$ cat src/rtl/riscv_noicache_pfq_core.sv
// No-icache instruction fetch front end with pipelined BIU requests
// and a small prefetch queue so the CPU can stall without losing parcels.
package riscv_noicache_pfq_pkg;
    typedef logic [2:0] biu_prot_t;

    typedef enum logic [2:0] {
        BYTE  = 3'd0,
        HWORD = 3'd1,
        WORD  = 3'd2,
        DWORD = 3'd3,
        QWORD = 3'd4
    } biu_size_t;

    typedef enum logic [2:0] {
        SINGLE = 3'd0,
        INCR   = 3'd1,
        WRAP4  = 3'd2,
        INCR4  = 3'd3,
        WRAP8  = 3'd4,
        INCR8  = 3'd5,
        WRAP16 = 3'd6,
        INCR16 = 3'd7
    } biu_type_t;
endpackage

module riscv_noicache_pfq_core
    import riscv_noicache_pfq_pkg::*;
#(
    parameter int XLEN        = 32,
    parameter int PLEN        = XLEN,
    parameter int PARCEL_SIZE = 16,
    parameter int HAS_RVC     = 0,
    parameter int DEPTH       = 2,
    parameter int BIUTAG_SIZE = $clog2(XLEN/PARCEL_SIZE)
) (
    input  logic                          clk_i,
    input  logic                          rst_i,

    input  logic [XLEN-1:0]               if_nxt_pc_i,
    input  logic                          if_req_i,
    output logic                          if_ack_o,
    input  biu_prot_t                     if_prot_i,
    input  logic                          if_flush_i,
    input  logic                          if_parcel_rdy_i,
    output logic [XLEN-1:0]               if_parcel_pc_o,
    output logic [XLEN-1:0]               if_parcel_o,
    output logic [XLEN/PARCEL_SIZE-1:0]   if_parcel_valid_o,
    output logic                          if_parcel_misaligned_o,
    output logic                          if_parcel_error_o,

    input  logic                          dcflush_rdy_i,

    output logic                          biu_stb_o,
    input  logic                          biu_stb_ack_i,
    input  logic                          biu_d_ack_i,
    output logic [PLEN-1:0]               biu_adri_o,
    input  logic [PLEN-1:0]               biu_adro_i,
    output biu_size_t                     biu_size_o,
    output biu_type_t                     biu_type_o,
    output logic                          biu_lock_o,
    output logic                          biu_we_o,
    output biu_prot_t                     biu_prot_o,
    output logic [XLEN-1:0]               biu_d_o,
    input  logic [XLEN-1:0]               biu_q_i,
    input  logic                          biu_ack_i,
    input  logic                          biu_err_i,
    output logic [BIUTAG_SIZE-1:0]        biu_tagi_o,
    input  logic [BIUTAG_SIZE-1:0]        biu_tago_i
);

    localparam int NP = XLEN/PARCEL_SIZE;
    localparam int CW = $clog2(DEPTH+1);
    localparam int PW = (DEPTH > 1) ? $clog2(DEPTH) : 1;

    logic [CW-1:0]   inflight, discard, count, inflight_nxt;
    logic [CW:0]     used;
    logic [PW-1:0]   wp, rp;
    logic            flush_dly;

    logic [XLEN-1:0] pc_q   [DEPTH];
    logic [XLEN-1:0] data_q [DEPTH];
    logic [NP-1:0]   mask_q [DEPTH];
    logic            err_q  [DEPTH];

    logic            resp, credit, push, pop, empty, show;
    logic [PLEN-1:0] rsp_addr;
    logic [XLEN-1:0] rsp_pc, head_pc;
    logic [NP-1:0]   rsp_mask;
    logic            unused;

    function automatic logic [PW-1:0] inc(input logic [PW-1:0] p);
        return (p == PW'(DEPTH-1)) ? '0 : p + PW'(1);
    endfunction

    assign resp         = biu_ack_i | biu_err_i;
    assign used         = {1'b0, inflight} + {1'b0, count};
    assign credit       = used < (CW+1)'(DEPTH);
    assign inflight_nxt = inflight + CW'(biu_stb_ack_i) - CW'(resp);
    assign empty        = count == '0;
    assign push         = resp & (discard == '0) & ~if_flush_i;
    assign pop          = if_parcel_rdy_i & ~empty;

    assign rsp_addr = {biu_adro_i[PLEN-1:BIUTAG_SIZE+1], biu_tago_i, 1'b0};
    assign rsp_pc   = XLEN'(rsp_addr);
    assign rsp_mask = {NP{1'b1}} << biu_tago_i;

    always_ff @(posedge clk_i) begin
        if (rst_i) begin
            inflight  <= '0;
            discard   <= '0;
            count     <= '0;
            wp        <= '0;
            rp        <= '0;
            flush_dly <= 1'b0;
        end else begin
            inflight  <= inflight_nxt;
            flush_dly <= if_flush_i;
            if (if_flush_i) begin
                // responses for requests already issued must be thrown away
                discard <= inflight_nxt;
                count   <= '0;
                wp      <= '0;
                rp      <= '0;
            end else begin
                if (resp && discard != '0)
                    discard <= discard - CW'(1);
                if (push)
                    wp <= inc(wp);
                if (pop)
                    rp <= inc(rp);
                count <= count + CW'(push) - CW'(pop);
            end
        end
    end

    always_ff @(posedge clk_i) begin
        if (push) begin
            pc_q[wp]   <= rsp_pc;
            data_q[wp] <= biu_q_i;
            mask_q[wp] <= rsp_mask;
            err_q[wp]  <= biu_err_i;
        end
    end

    assign show    = ~empty & ~if_flush_i & ~flush_dly;
    assign head_pc = pc_q[rp];

    assign if_parcel_pc_o         = head_pc;
    assign if_parcel_o            = data_q[rp];
    assign if_parcel_valid_o      = show ? mask_q[rp] : '0;
    assign if_parcel_error_o      = show & err_q[rp];
    assign if_parcel_misaligned_o = show &
        ((HAS_RVC != 0) ? head_pc[0] : |head_pc[1:0]);

    assign biu_stb_o  = dcflush_rdy_i & ~if_flush_i & if_req_i & credit;
    assign if_ack_o   = dcflush_rdy_i & biu_stb_ack_i;
    assign biu_adri_o = PLEN'(if_nxt_pc_i) & ~PLEN'(XLEN/8-1);
    assign biu_tagi_o = if_nxt_pc_i[1 +: BIUTAG_SIZE];
    assign biu_size_o = (XLEN == 64) ? DWORD : WORD;
    assign biu_type_o = INCR;
    assign biu_lock_o = 1'b0;
    assign biu_we_o   = 1'b0;
    assign biu_d_o    = '0;
    assign biu_prot_o = if_prot_i;

    assign unused = ^{biu_d_ack_i, biu_adro_i[BIUTAG_SIZE:0]};

endmodule

$ cat config.mk
export PLATFORM = sky130hd
export DESIGN_NAME = riscv_noicache_pfq_core
export DESIGN_NICKNAME = d
export VERILOG_FILES = /design/src/rtl/riscv_noicache_pfq_core.sv
export SDC_FILE = /design/constraint.sdc
export NUM_CORES = 1
export LEC_CHECK = 0
export BUFFER_PORTS_ARGS = -buffer_cell sky130_fd_sc_hd__buf_2
export CAP_MARGIN = 20
export CORE_ASPECT_RATIO = 0.7
export CORE_MARGIN = 5
export CORE_UTILIZATION = 51
export DETAILED_ROUTE_END_ITERATION = 16
export MAX_ROUTING_LAYER = met4
export PLACE_DENSITY = 0.85
export SLEW_MARGIN = 20
export SYNTH_ARGS = -nofsm -noshare
export SYNTH_HDL_FRONTEND = slang
export SYNTH_SLANG_ARGS = --single-unit
$ cat constraint.sdc
create_clock -name clk_i -period 9.1 [get_ports clk_i]
set_clock_uncertainty 0.1 [all_clocks]
set_input_delay 1.82 -clock clk_i [delete_from_list [all_inputs] [get_ports clk_i]]
set_output_delay 1.82 -clock clk_i [all_outputs]
set_load 0.02 [all_outputs]
---- After elaboration in Yosys (flattened, before gate mapping) ----
Memories as Yosys holds them, arrays and structs flattened. A register that Yosys moved wholly into a read port is not among the register bits.
Cells that the tools add are included.
cells by class
  add/subtract/negate cells ............... 8
  multiply operators ...................... 0
  divide/modulo/power cells ............... 0
  magnitude comparators ................... 1
  eq/ne operators ......................... 0
  shift operators ......................... 1
  muxes and demuxes ....................... 15
  bitwise operators ....................... 15
  reductions and logical operators ........ 7
operators with widths
  cell                                                number
  2-to-1 mux 1 bit                                    12
  AND 1 bit                                           11
  2-to-1 mux 2 bit                                    3
  adder 2 x 1 -> 2 bit                                2
  logical NOT 2 bit                                   2
  nonzero test 2 bit                                  2
  OR reduction 2 bit                                  2
  subtractor 2 x 1 -> 2 bit                           2
  adder 2 x 2 -> 3 bit                                1
  < comparator 3 x 2 -> 1 bit, second input constant  1
  NOT 1 bit                                           3
  adder 1 bit, second input constant                  2
  left shift 2 x 1 -> 2 bit, first input constant     1
  subtractor 2 x 1 -> 2 bit, second input constant    1
  logical AND 1 bit                                   1
  bitwise OR 1 bit                                    1
word-level totals
  flip-flop bits (word level) ............. 9
  bits in latches ......................... 0
  memory bits (writable) .................. 132
  ROM bits ................................ 0
  input bits .............................. 110
  word-level logic and storage cells ...... 57
  memories kept ........................... 4
memories
  name    words  bits a word  rd ports  clocked after memory_dff  wr ports  RTL line  source
  data_q  2      32           1         1                         1         81        logic [XLEN-1:0] data_q [DEPTH];
  pc_q    2      31           1         1                         1         80        logic [XLEN-1:0] pc_q [DEPTH];
  mask_q  2      2            1         1                         1         82        logic [NP-1:0] mask_q [DEPTH];
  err_q   2      1            1         1                         1         83        logic err_q [DEPTH];

---- Longest topological paths before layout ----
  word-level depth ........................ 5
  depth in mapped cells ................... 10

---- Worst setup path before layout ----
No wires, ideal clock.
  path type ............................... input to register
  start ................................... input if_flush_i
  end ..................................... memory data_q[1][0], enable pin
  setup time .............................. 0.488 ns
  data arrival time ....................... 4.953 ns
  required time ........................... 8.512 ns
  setup slack ............................. 3.559 ns
  stages on the path ...................... 3
  cells stage by stage .................... nand2b_4 > or2_2 > nor2_1
between the ends
  word-level cells in the longest chain between the ends .. 4
ends and longest elaborated chain
  item                                    RTL line  source
  start, declared                         43        input logic if_flush_i,
  NOT 1 bit                               100       assign push = resp & (discard == '0) & ~if_flush_i;
  AND 1 bit                               100
  2-to-1 mux 1 bit                        137       if (push) begin
  2-to-1 mux 1 bit (not written as such)  139       data_q[wp] <= biu_q_i;
  end, declared                           81
No other way between the ends.

---- Final worst setup path ----
  start ................................... input if_flush_i
  end ..................................... output if_parcel_valid_o[0]
between the ends
  word-level cells in the longest chain between the ends .. 4
ends and longest elaborated chain
  item                    RTL line  source
  NOT 1 bit               145       assign show = ~empty & ~if_flush_i & ~flush_dly;
  AND 1 bit (2 in a row)  145
  2-to-1 mux 2 bit        150       assign if_parcel_valid_o = show ? mask_q[rp] : '0;
  end, declared           47        output logic [XLEN/PARCEL_SIZE-1:0] if_parcel_valid_o,
No other way between the ends.

==> impl_metrics.yaml <==
floorplanning:
  dieArea_mm2: 0.0138
  floorplan.rows: 32
  die_w_um: 138
  fp.dieH_um: 99.9
  start_util: 0.528
  coreArea_mm2: 0.0111
  boundaryPins: 256
detailed_routing:
  drc: 0
  vias_per_cell: 4.70
  wirelength_um: 10400
  final_antenna_net_count: 0
  wl_per_cell_um: 16.5
  topRoutingLayerUsed: "met4"
  vias: 2971
  drt-initial-drc-count: 122
  wl_met3_um: 778
  drt-met1-wl_um: 4230
  drtPass1Iterations: 4
  wl_met2_um: 5300
grt:
  grt-ovfl-total: 0
  grt_pass1_wl_um: 16100
  antenna_found_initial: 1
  grtUsageTotal: 0.156
  grt_pass1_vias: 3180
  grt_max_degree: 36
synth:
  synth_warnings: 0
  syn_inst: 349
  yosysUniqueCellTypes: 31
  synth_area_mm2: 0.00588
  ys_async_sr_fraction: 0
  synthMuxAreaShare: 0.127
  synth-compound-area-share: 0.0108
  synth_top_area_cell: "edfxtp_1"
  synth_edf_count: 130
  ys.flop_type: "edfxtp_1"
  ys_top_cells_by_area: "edfxtp_1 (66%), buf_4 (10%), mux2_2 (9.6%)"
  synth_top_family_by_area: "multiplexers"
  ys_seq_area_frac: 0.698
  synth.top_cell.area_share: 0.664
  syn_avg_cell_area_um2: 16.9
  yosys.area_share.adder: 0.0140
  synth_simple_gate_area_share: 0.0206
  ys_seq_elements: 140
  synthXorXnorAreaFrac: 0.00745
place:
  place_inst: 600
  dp_hpwl_um: 7330
  gp_congestion: 0.778
  io_buffers: 140
final_layout:
  drive_above_1_share: 0.475
  multi_input_area_mm2: 0.00122
  area_growth_pct: 16.9
  regArea_mm2: 0.00411
  stdcell_count: 632
  fin_nets: 582
  n_fill_cell: 873
sta:
  drv_slew: 0
  max-slew-margin-rel: 0.378
  finalCriticalPeriod_ns: 4.63
  fmax_ghz: 0.216
  rsz0062_at_grt: "false"
  period_share: 0.509
  fin_tns_setup_ns: 0
  setup_viol: 0
  tightest_slew_ns: 0.931
  hold_viol: 0
clock_network:
  cts_resized: 0
  hold_buffers: 0
  cts-root-buf: "clkbuf_16"
  cts_tree: "done"
  clock_latency_ns: 0.40
  clk_pin_slew_worst_paths_ns: 0.05
  cts_buffers: 17
  clock_sinks: 140
  post_cts_buffers: 0
  clk_path_buf_depth: 2
  h-tree-depth: 4
worst_setup_path:
  path_class: "in -> out"
  critPathArrivalTime_ns: 2.71
  startpoint: "if_flush_i"
  rr_worst_depth: 6
  crit_required_ns: 7.18
  worstPathMaxFanout: 7
  crit_path_start_kind: "input port"
  reg2reg_from: "discard[0]$_SDFFE_PP0P_"
  cp-end-kind: "output port"
job:
  maxCapViolations: 0
power:
  p_per_area_mw_per_mm2: 240
  vdd_drop_max_uv: 183
  leakage_nw: 2.71
worst_hold_path:
  hold_depth: 2
  min_from: "wp$_SDFFE_PP0P_"
  hp-class: "reg -> reg"
status:
  status: "complete, no violations"
==> cell usage in the layout (no fill, tap or decap), types with 2 or more instances in the layout <==
cell | Yosys | layout
mux2i_1 | 2 | 2
edfxtp_1 | 130 | 130
xnor2_1 | 3 | 3
clkbuf_16 | 0 | 17
mux2_2 | 50 | 50
buf_2 | 1 | 140
buf_4 | 79 | 3
clkinv_1 | 0 | 5
dfxtp_1 | 10 | 9
a21oi_1 | 2 | 2
conb_1 | 2 | 43
nor2_1 | 11 | 10
mux2_1 | 13 | 13
ha_1 | 5 | 5
o21ai_0 | 2 | 2
bufinv_16 | 0 | 3
o21a_1 | 2 | 2
inv_1 | 13 | 12
xor2_1 | 2 | 2
clkinv_2 | 0 | 2
and2_1 | 3 | 3
clkinv_4 | 0 | 2
==> layout make-up <==
cell class                 instances  area share
timing repair buffer             143       0.105
multi-input combinational        151       0.178
sequential                       140       0.597
inverter                          13     0.00710
antenna                            1    0.000364
tap                              153      0.0278
clock buffer                      17      0.0619
clock inverter                    14      0.0222
==> power breakdown <==
| part | internal, mW | total [mW] | switching (mW) |
|---|---|---|---|
| logic | 0.0782 | 0.213 | 0.135 |
| registers | 0.757 | 0.769 | 0.0120 |
| clock network | 0.425 | 0.666 | 0.241 |
| total | 1.26 | 1.65 | 0.389 |
==> per-layer routing <==
metal	vias up	GRT usage
met1	1439	0.176
met2	136	0.256
met3	19	0.0600
met4	0	0.0607
met5	-	-
li1	1377	-
==> worst max-delay path: stages <==
cell and delay, ns:
buf_2 0.15, nor2_1 0.11, o21ai_0 0.27, nor2_1 0.18
buf_2 0.18
==> state kept, by name, indices dropped and copies added (netlist names), named ones only <==
register	flops
count	2
data_q	64
discard	2
err_q	2
flush_dly	1
inflight	2
mask_q	2
pc_q	62
rp	1
wp	1
==> worst paths after layout <==
| kind | to | slack [ns] |
|---|---|---|
| max | if_parcel_valid_o[0] | 4.47 |
| min | wp$_SDFFE_PP0P_ | 0.42 |
| max reg2reg | pc_q[1][2]$_DFFE_PP_ | 6.35 |
| min reg2reg | wp$_SDFFE_PP0P_ | 0.42 |
==> logic make-up (layout without fill, tap and decap cells) <==
logic type	count (synthesis)	in the layout
flops	140	140
buf+inv	99	187
mux	66	66
simple gates	23	23
compound gates	8	8
fa+ha+maj	6	6
xor+xnor	5	5
other cells	2	44
==> synth_stat cells (2+ instances only) <==
library cell,n
a21oi_1,2
and2_1,3
buf_4,79
buf_6,6
conb_1,2
dfxtp_1,10
edfxtp_1,130
ha_1,5
inv_1,13
mux2_1,13
mux2_2,50
mux2i_1,2
nor2_1,11
o21a_1,2
o21ai_0,2
xnor2_1,3
xor2_1,2
==> stage by stage <==
| step | cell area, µm² | total power [mW] | utilization | hold WS [ns] | setup slack, ns |
|---|---|---|---|---|---|
| after floorplan | 6040 | 0.961 | - | 0.363 | 3.56 |
| after global placement | 6290 | 0.988 | 0.565 | 0.373 | 4.54 |
| after detailed placement | 6290 | 0.998 | 0.565 | 0.412 | 4.47 |
| after CTS | 6870 | 1.67 | 0.617 | 0.419 | 4.48 |
| after global routing | 6870 | 1.72 | 0.618 | 0.457 | 4.39 |
| final | 6870 | 1.65 | 0.618 | 0.418 | 4.47 |
Power figures use the tool's default switching activity.
